`src/rtl/rs15_11_enc_core_if.sv`:
```
// Stream bundle for the RS(15,11) encoder: message symbols in, codeword symbols out.
// The master side is the producer/consumer environment; the slave side is the encoder.
interface rs15_11_enc_core_if;
  logic [3:0] in_data;
  logic       in_valid;
  logic       in_ready;
  logic [3:0] out_data;
  logic       out_valid;
  logic       out_ready;
  logic       out_sop;
  logic       out_eop;

  modport master (
    output in_data, in_valid, out_ready,
    input  in_ready, out_data, out_valid, out_sop, out_eop
  );

  modport slave (
    input  in_data, in_valid, out_ready,
    output in_ready, out_data, out_valid, out_sop, out_eop
  );
endinterface

```
`src/rtl/rs15_11_enc_core.sv`:
```
// Systematic RS(15,11) encoder over GF(16) (x^4+x+1), g(x) = x^4 + 13x^3 + 12x^2 + 8x + 7.
// Echoes 11 message symbols, then shifts out the 4 parity symbols (x^3 coefficient first).

module gf16mul #(
  parameter logic [3:0] B = 4'h1
) (
  input  logic [3:0] a,
  output logic [3:0] y
);
  logic [3:0] acc;
  logic [3:0] x;

  // Shift-and-add multiply by a constant; x*alpha reduces with x^4 = x + 1.
  always_comb begin
    acc = 4'h0;
    x   = a;
    for (int i = 0; i < 4; i++) begin
      if (B[i]) acc = acc ^ x;
      x = {x[2:0], 1'b0} ^ (x[3] ? 4'h3 : 4'h0);
    end
    y = acc;
  end
endmodule

module rs15_11_enc_core #(
  parameter int K    = 11,
  parameter int NPAR = 4
) (
  input  logic                clk,
  input  logic                rst_n,
  input  logic                clr,
  rs15_11_enc_core_if.slave   s
);
  typedef enum logic {ST_DATA, ST_PARITY} state_t;

  state_t     state_q, state_d;
  logic [3:0] cnt_q, cnt_d;
  logic [1:0] pcnt_q, pcnt_d;
  logic [3:0] r0_q, r0_d, r1_q, r1_d, r2_q, r2_d, r3_q, r3_d;
  logic [3:0] out_data_q, out_data_d;
  logic       out_valid_q, out_valid_d;
  logic       out_sop_q, out_sop_d;
  logic       out_eop_q, out_eop_d;

  logic       adv;
  logic       accept;
  logic [3:0] fb;
  logic [3:0] fb_m13, fb_m12, fb_m8, fb_m7;

  assign adv        = !out_valid_q || s.out_ready;
  assign s.in_ready = rst_n && (state_q == ST_DATA) && adv && !clr;
  assign accept     = s.in_valid && s.in_ready;
  assign fb         = s.in_data ^ r3_q;

  gf16mul #(.B(4'd13)) u_mul13 (.a(fb), .y(fb_m13));
  gf16mul #(.B(4'd12)) u_mul12 (.a(fb), .y(fb_m12));
  gf16mul #(.B(4'd8))  u_mul8  (.a(fb), .y(fb_m8));
  gf16mul #(.B(4'd7))  u_mul7  (.a(fb), .y(fb_m7));

  assign s.out_data  = out_data_q;
  assign s.out_valid = out_valid_q;
  assign s.out_sop   = out_sop_q;
  assign s.out_eop   = out_eop_q;

  // clr outranks everything; otherwise nothing moves unless the output slot is free.
  always_comb begin
    state_d     = state_q;
    cnt_d       = cnt_q;
    pcnt_d      = pcnt_q;
    r0_d        = r0_q;
    r1_d        = r1_q;
    r2_d        = r2_q;
    r3_d        = r3_q;
    out_data_d  = out_data_q;
    out_valid_d = out_valid_q;
    out_sop_d   = out_sop_q;
    out_eop_d   = out_eop_q;

    if (clr) begin
      state_d     = ST_DATA;
      cnt_d       = 4'd0;
      pcnt_d      = 2'd0;
      r0_d        = 4'h0;
      r1_d        = 4'h0;
      r2_d        = 4'h0;
      r3_d        = 4'h0;
      out_valid_d = 1'b0;
      out_sop_d   = 1'b0;
      out_eop_d   = 1'b0;
    end else if (adv) begin
      if (state_q == ST_DATA) begin
        if (accept) begin
          r3_d        = r2_q ^ fb_m13;
          r2_d        = r1_q ^ fb_m12;
          r1_d        = r0_q ^ fb_m8;
          r0_d        = fb_m7;
          out_data_d  = s.in_data;
          out_valid_d = 1'b1;
          out_sop_d   = (cnt_q == 4'd0);
          out_eop_d   = 1'b0;
          cnt_d       = cnt_q + 4'd1;
          if (cnt_q == 4'(K - 1)) begin
            state_d = ST_PARITY;
            pcnt_d  = 2'd0;
          end
        end else begin
          out_valid_d = 1'b0;
          out_sop_d   = 1'b0;
          out_eop_d   = 1'b0;
        end
      end else begin
        // Parity drains from r3 downward; zeros fill in behind so the LFSR ends clean.
        out_data_d  = r3_q;
        out_valid_d = 1'b1;
        out_sop_d   = 1'b0;
        out_eop_d   = (pcnt_q == 2'(NPAR - 1));
        r3_d        = r2_q;
        r2_d        = r1_q;
        r1_d        = r0_q;
        r0_d        = 4'h0;
        pcnt_d      = pcnt_q + 2'd1;
        if (pcnt_q == 2'(NPAR - 1)) begin
          state_d = ST_DATA;
          cnt_d   = 4'd0;
        end
      end
    end
  end

  always_ff @(posedge clk or negedge rst_n) begin
    if (!rst_n) begin
      state_q     <= ST_DATA;
      cnt_q       <= 4'd0;
      pcnt_q      <= 2'd0;
      r0_q        <= 4'h0;
      r1_q        <= 4'h0;
      r2_q        <= 4'h0;
      r3_q        <= 4'h0;
      out_data_q  <= 4'h0;
      out_valid_q <= 1'b0;
      out_sop_q   <= 1'b0;
      out_eop_q   <= 1'b0;
    end else begin
      state_q     <= state_d;
      cnt_q       <= cnt_d;
      pcnt_q      <= pcnt_d;
      r0_q        <= r0_d;
      r1_q        <= r1_d;
      r2_q        <= r2_d;
      r3_q        <= r3_d;
      out_data_q  <= out_data_d;
      out_valid_q <= out_valid_d;
      out_sop_q   <= out_sop_d;
      out_eop_q   <= out_eop_d;
    end
  end
endmodule

```
`src/flat_wrapper.sv`:
```
// flat-port wrapper written by rule: the top's interface ports become plain ports
module rs15_11_enc_core_flat 
#(
  parameter int K    = 11,
  parameter int NPAR = 4
)
  (clk, rst_n, clr, s_in_data, s_in_valid, s_out_ready, s_in_ready, s_out_data, s_out_valid, s_out_sop, s_out_eop);
  rs15_11_enc_core_if s_i ();
  input  logic clk;
  input  logic rst_n;
  input  logic clr;
  input wire logic [$bits(s_i.in_data)-1:0] s_in_data;
  input wire logic [$bits(s_i.in_valid)-1:0] s_in_valid;
  input wire logic [$bits(s_i.out_ready)-1:0] s_out_ready;
  output wire logic [$bits(s_i.in_ready)-1:0] s_in_ready;
  output wire logic [$bits(s_i.out_data)-1:0] s_out_data;
  output wire logic [$bits(s_i.out_valid)-1:0] s_out_valid;
  output wire logic [$bits(s_i.out_sop)-1:0] s_out_sop;
  output wire logic [$bits(s_i.out_eop)-1:0] s_out_eop;
  assign s_i.in_data = s_in_data;
  assign s_i.in_valid = s_in_valid;
  assign s_i.out_ready = s_out_ready;
  assign s_in_ready = s_i.in_ready;
  assign s_out_data = s_i.out_data;
  assign s_out_valid = s_i.out_valid;
  assign s_out_sop = s_i.out_sop;
  assign s_out_eop = s_i.out_eop;
  rs15_11_enc_core #(.K(K), .NPAR(NPAR)) u_core (.clk(clk), .rst_n(rst_n), .clr(clr), .s(s_i));
endmodule
```
`config.mk`:
```
export PLATFORM = sky130hd
export DESIGN_NAME = rs15_11_enc_core_flat
export DESIGN_NICKNAME = d
export VERILOG_FILES = /design/src/rtl/rs15_11_enc_core_if.sv /design/src/rtl/rs15_11_enc_core.sv /design/src/flat_wrapper.sv
export SDC_FILE = /design/constraint.sdc
export NUM_CORES = 1
export LEC_CHECK = 0
export BUFFER_PORTS_ARGS = -buffer_cell sky130_fd_sc_hd__clkbuf_2
export CAP_MARGIN = 10
export CORE_UTILIZATION = 52
export DETAILED_ROUTE_END_ITERATION = 6
export HOLD_SLACK_MARGIN = 0.08
export PLACE_DENSITY = 0.82
export SLEW_MARGIN = 20
export SYNTH_ARGS = -nofsm -noshare
export SYNTH_HDL_FRONTEND = slang
export SYNTH_SLANG_ARGS = --single-unit
```
`constraint.sdc`:
```
create_clock -name clk -period 1.5 [get_ports clk]
set_clock_uncertainty 0.2 [all_clocks]
set_input_delay 0.15 -clock clk [delete_from_list [all_inputs] [get_ports clk]]
set_output_delay 0.15 -clock clk [all_outputs]
set_load 0.1 [all_outputs]
```
==> key figures <==
Placed design
  • GP Congestion: 0.875
  • PortBufs: 16
  • Post-DP HPWL: 2580 um
  • Placed cells: 256

Cells and area
  • Antenna Cells: 0
  • Layout Cells excl Fill: 289
  • Nets: 257
  • Share of layout cells above drive strength 1: 0.490
  • Synth-to-layout area growth: 57.8%

Floorplan
  • Die area: 0.00342 sq mm
  • Die X: 58.5 um
  • IO Count: 17
  • Core ar.: 0.00305 sq mm
  • Initial Util: 0.544
  • Die Y: 58.5 um
  • Num rows: 20

Power
  • Cell Pwr Density: 1010 mW/mm^2
  • Peak supply drop: 0.000913 V
  • Combinational Power Share: 0.439
  • P_sw: 1030 uW
  • Pint: 1630 uW
  • Clock Power Share: 0.199
  • Switching share of power: 0.387
  • Flop pwr share: 0.362
  • Leakage power: 0.00122 uW

Synthesis
  • #FFs+latches synth: 30
  • Synth Flop Type: dfrtp_1
  • Xor/xnor share of the synthesized area: 0.189
  • Number of warnings issued by yosys: 0
  • Post-Synthesis Cells: 176
  • Netlist cell types: 32
  • Synth Area in Adders: 0.0301
  • Syn nets: 189
  • Synth Cell Area: 0.00166 sq mm
  • Multiplexer share of the synthesized area: 0.0241
  • Sequential area share after synthesis: 0.452
  • Mean Syn Cell Area: 9.43 sq um
  • Post-synthesis simple-gate area fraction: 0.175
  • Compound-Gate Fraction of Synth Area: 0.105
  • Post-synth EDFFs: 0
  • Async set-or-reset flop fraction in the synthesized netlist: 1.00
  • Largest family of logic cells by synthesized area: XOR/XNOR gates

Routing
  • Length of the first detailed-routing pass in iterations: 4
  • Drt wl/cell: 20.3 um
  • Post-DRT Antenna Nets: 0
  • Routed vias/inst: 5.70
  • Vias: 1646
  • Detailed-route DRC error count: 0
  • Final WL: 5880 um
  • DRT iter0 DRCs: 114

STA
  • Fmax: 552 MHz
  • Crit path time final: 1.81 ns
  • Max-slew violations: 0
  • Fin Hold WS: 0.0954 ns
  • Worst Slack Setup Final: -0.311 ns
  • Final setup violation count: 30
  • RSZ-0062 raised after global routing: true
  • Final Cycle Share: 1.21
  • Slew Limit Headroom: 0.756
  • Final TNS setup: -6.16 ns
  • Final Hold Fails: 0
  • Slew @ Worst Pin: 0.366 ns

Setup path
  • Crit end category: primary output
  • Required time worst endpoint: 1.15 ns
  • Reg2reg setup slack: -0.31 ns
  • Critical path type: register to primary output
  • Critical path fanouts, max: 2
  • Arrival time worst endpoint: 1.46 ns
  • Critical path endpoint: s_in_ready
  • R2r endpoint: u_core.r3_q[0]$_DFFE_PN0P_
  • Worst-case reg-to-reg path depth: 6
  • Critical Path Source Type: register
  • Reg2reg start: u_core.r3_q[2]$_DFFE_PN0P_
  • Crit. Startpoint: u_core.s.out_valid$_DFFE_PN0P_

Clock network
  • Latest clock arrival within the worst-skew pair: 0.36 ns
  • CTS Sinks: 30
  • Root Driver: clkbuf_4
  • Max Buffers Root-to-Sink: 2
  • H-tree Lvls: 2
  • CTS tree: built
  • Clock-pin slew of the registers on the worst-case setup and hold paths: 0.10 ns
  • CTS Buf Count: 5

Global route
  • Initial antenna violation count: 0
  • GRT Residual Overflow: 0
  • Total track usage: 0.325
  • Vias in the first global route: 1716
  • Pin count of the biggest net entering global routing: 29
  • First-pass GRT wire length: 7920 um

Outcome
  • Failing checks: setup timing
  • Status: complete, but fails checks

Hold path
  • Hold crit path type: primary input to register

Flow run
  • Max cap viols: 0
-- synthesized netlist by cell type (2+ instances only) --
| cell type | count | area [sq um] |
|---|---|---|
| nand2_1 | 33 | 124 |
| dfrtp_1 | 30 | 751 |
| o21ai_0 | 22 | 110 |
| xnor2_1 | 21 | 184 |
| nor2_1 | 19 | 71.3 |
| a21oi_1 | 6 | 30.0 |
| clkbuf_1 | 4 | 15.0 |
| ha_1 | 4 | 50.1 |
| mux2i_1 | 4 | 40.0 |
| buf_2 | 3 | 15.0 |
| and2b_1 | 2 | 15.0 |
| inv_1 | 2 | 7.51 |
| nand3_1 | 2 | 10.0 |
| nor3_1 | 2 | 10.0 |
| o21ai_1 | 2 | 10.0 |
| or3_1 | 2 | 12.5 |
| xnor2_2 | 2 | 32.5 |
| xnor3_1 | 2 | 45.0 |
-- per-stage QoR --
step	instance area [sq um]	worst slack (ns)	power, uW	utilization
finish	2620	-0.311	2660	0.858
global route	2620	-0.365	2740	0.858
CTS	2380	-0.237	2440	0.781
detailed placement	2040	-0.259	1850	0.668
global placement	2040	-0.204	1830	0.668
floorplan	1710	-0.357	1570	-
-- cells in the final DEF, fill, tap and decap left out, drive strengths merged --
| master | count |
|---|---|
| nor3 | 2 |
| nor2 | 20 |
| nand3 | 2 |
| clkbuf | 15 |
| inv | 2 |
| xnor2 | 24 |
| dlymetal6s4s | 1 |
| ha | 4 |
| xnor3 | 2 |
| mux2i | 4 |
| and2b | 2 |
| nand4b | 1 |
| buf | 50 |
| nand2 | 33 |
| dlygate4sd3 | 7 |
| nand3b | 1 |
| xor2 | 2 |
| or2 | 1 |
| bufbuf | 1 |
| or3 | 4 |
| a31oi | 1 |
| a32oi | 1 |
| a22o | 1 |
| and3 | 1 |
| o21ai | 24 |
| clkinv | 1 |
| nor4 | 1 |
| nand2b | 1 |
| dfrtp | 30 |
| a21oi | 6 |
-- timing repair --
item / in CTS / in global routing
gates cloned: 3 / 1
buffers inserted: 5 / 8
resized for setup: 29 / 53
hold endpoints to repair: 38 / 8
endpoints found under the setup margin: 29 / 30
pin swaps: 4 / 19
hold buffers: 7 / 1
-- how the worst min path moves through the flow --
| stage | endpoint | cells past startpoint | start |
|---|---|---|---|
| finish | u_core.state_q$_DFFE_PN0P_ | 5 | clr |
| global route | u_core.state_q$_DFFE_PN0P_ | 5 | clr |
| CTS | u_core.s.out_valid$_DFFE_PN0P_ | 3 | s_in_valid |
| detailed placement | u_core.cnt_q[2]$_DFFE_PN0P_ | 2 | rst_n |
| global placement | u_core.cnt_q[2]$_DFFE_PN0P_ | 2 | rst_n |
| floorplan | u_core.cnt_q[0]$_DFFE_PN0P_ | 0 | rst_n |
-- layout make-up --
class	instances	area, sq um
fill	158	433
clock inverter	1	5.00
tap	44	55.1
timing repair buffer	67	606
multi-input combinational	138	1140
clock buffer	7	55.1
sequential	30	754
inverter	2	7.51
-- power groups by stage --
stage | combinational, uW | clock [uW] | sequential (uW)
6_report | 1170 | 528 | 963
3_5_place_dp | 897 | 0 | 957
5_1_grt | 1220 | 554 | 968
3_3_place_gp | 874 | 0 | 951
2_1_floorplan | 457 | 0 | 1110
4_1_cts | 983 | 514 | 943
-- routing by layer --
metal  vias up  wire (um)  track usage
met3        32        348       0.0615
met5         -          0            0
met1       807       1940        0.360
li1        725          -            -
met2        82       3170        0.614
met4         0        418        0.122
-- cell families (layout without fill, tap and decap cells) --
family / after synthesis / after routing
simple gates: 67 / 69
compound gates: 33 / 33
flops: 30 / 30
xor+xnor: 28 / 28
buf+inv: 10 / 77
fa+ha+maj: 4 / 4
mux: 4 / 4
-- flip-flops by register name, summed over array words and instances (netlist names), 2 cells and up --
signal             count
u_core.cnt_q           4
u_core.r2_q            4
u_core.r1_q            4
u_core.r3_q            4
u_core.r0_q            4
u_core.s.out_data      4
u_core.pcnt_q          2
-- critical path: stages (launching register included) --
cell and delay [ns]:
dfrtp_4 0.52, buf_6 0.15, nand2b_4 0.07, and3_4 0.19, buf_12 0.17
Power figures use the tool's default switching activity.
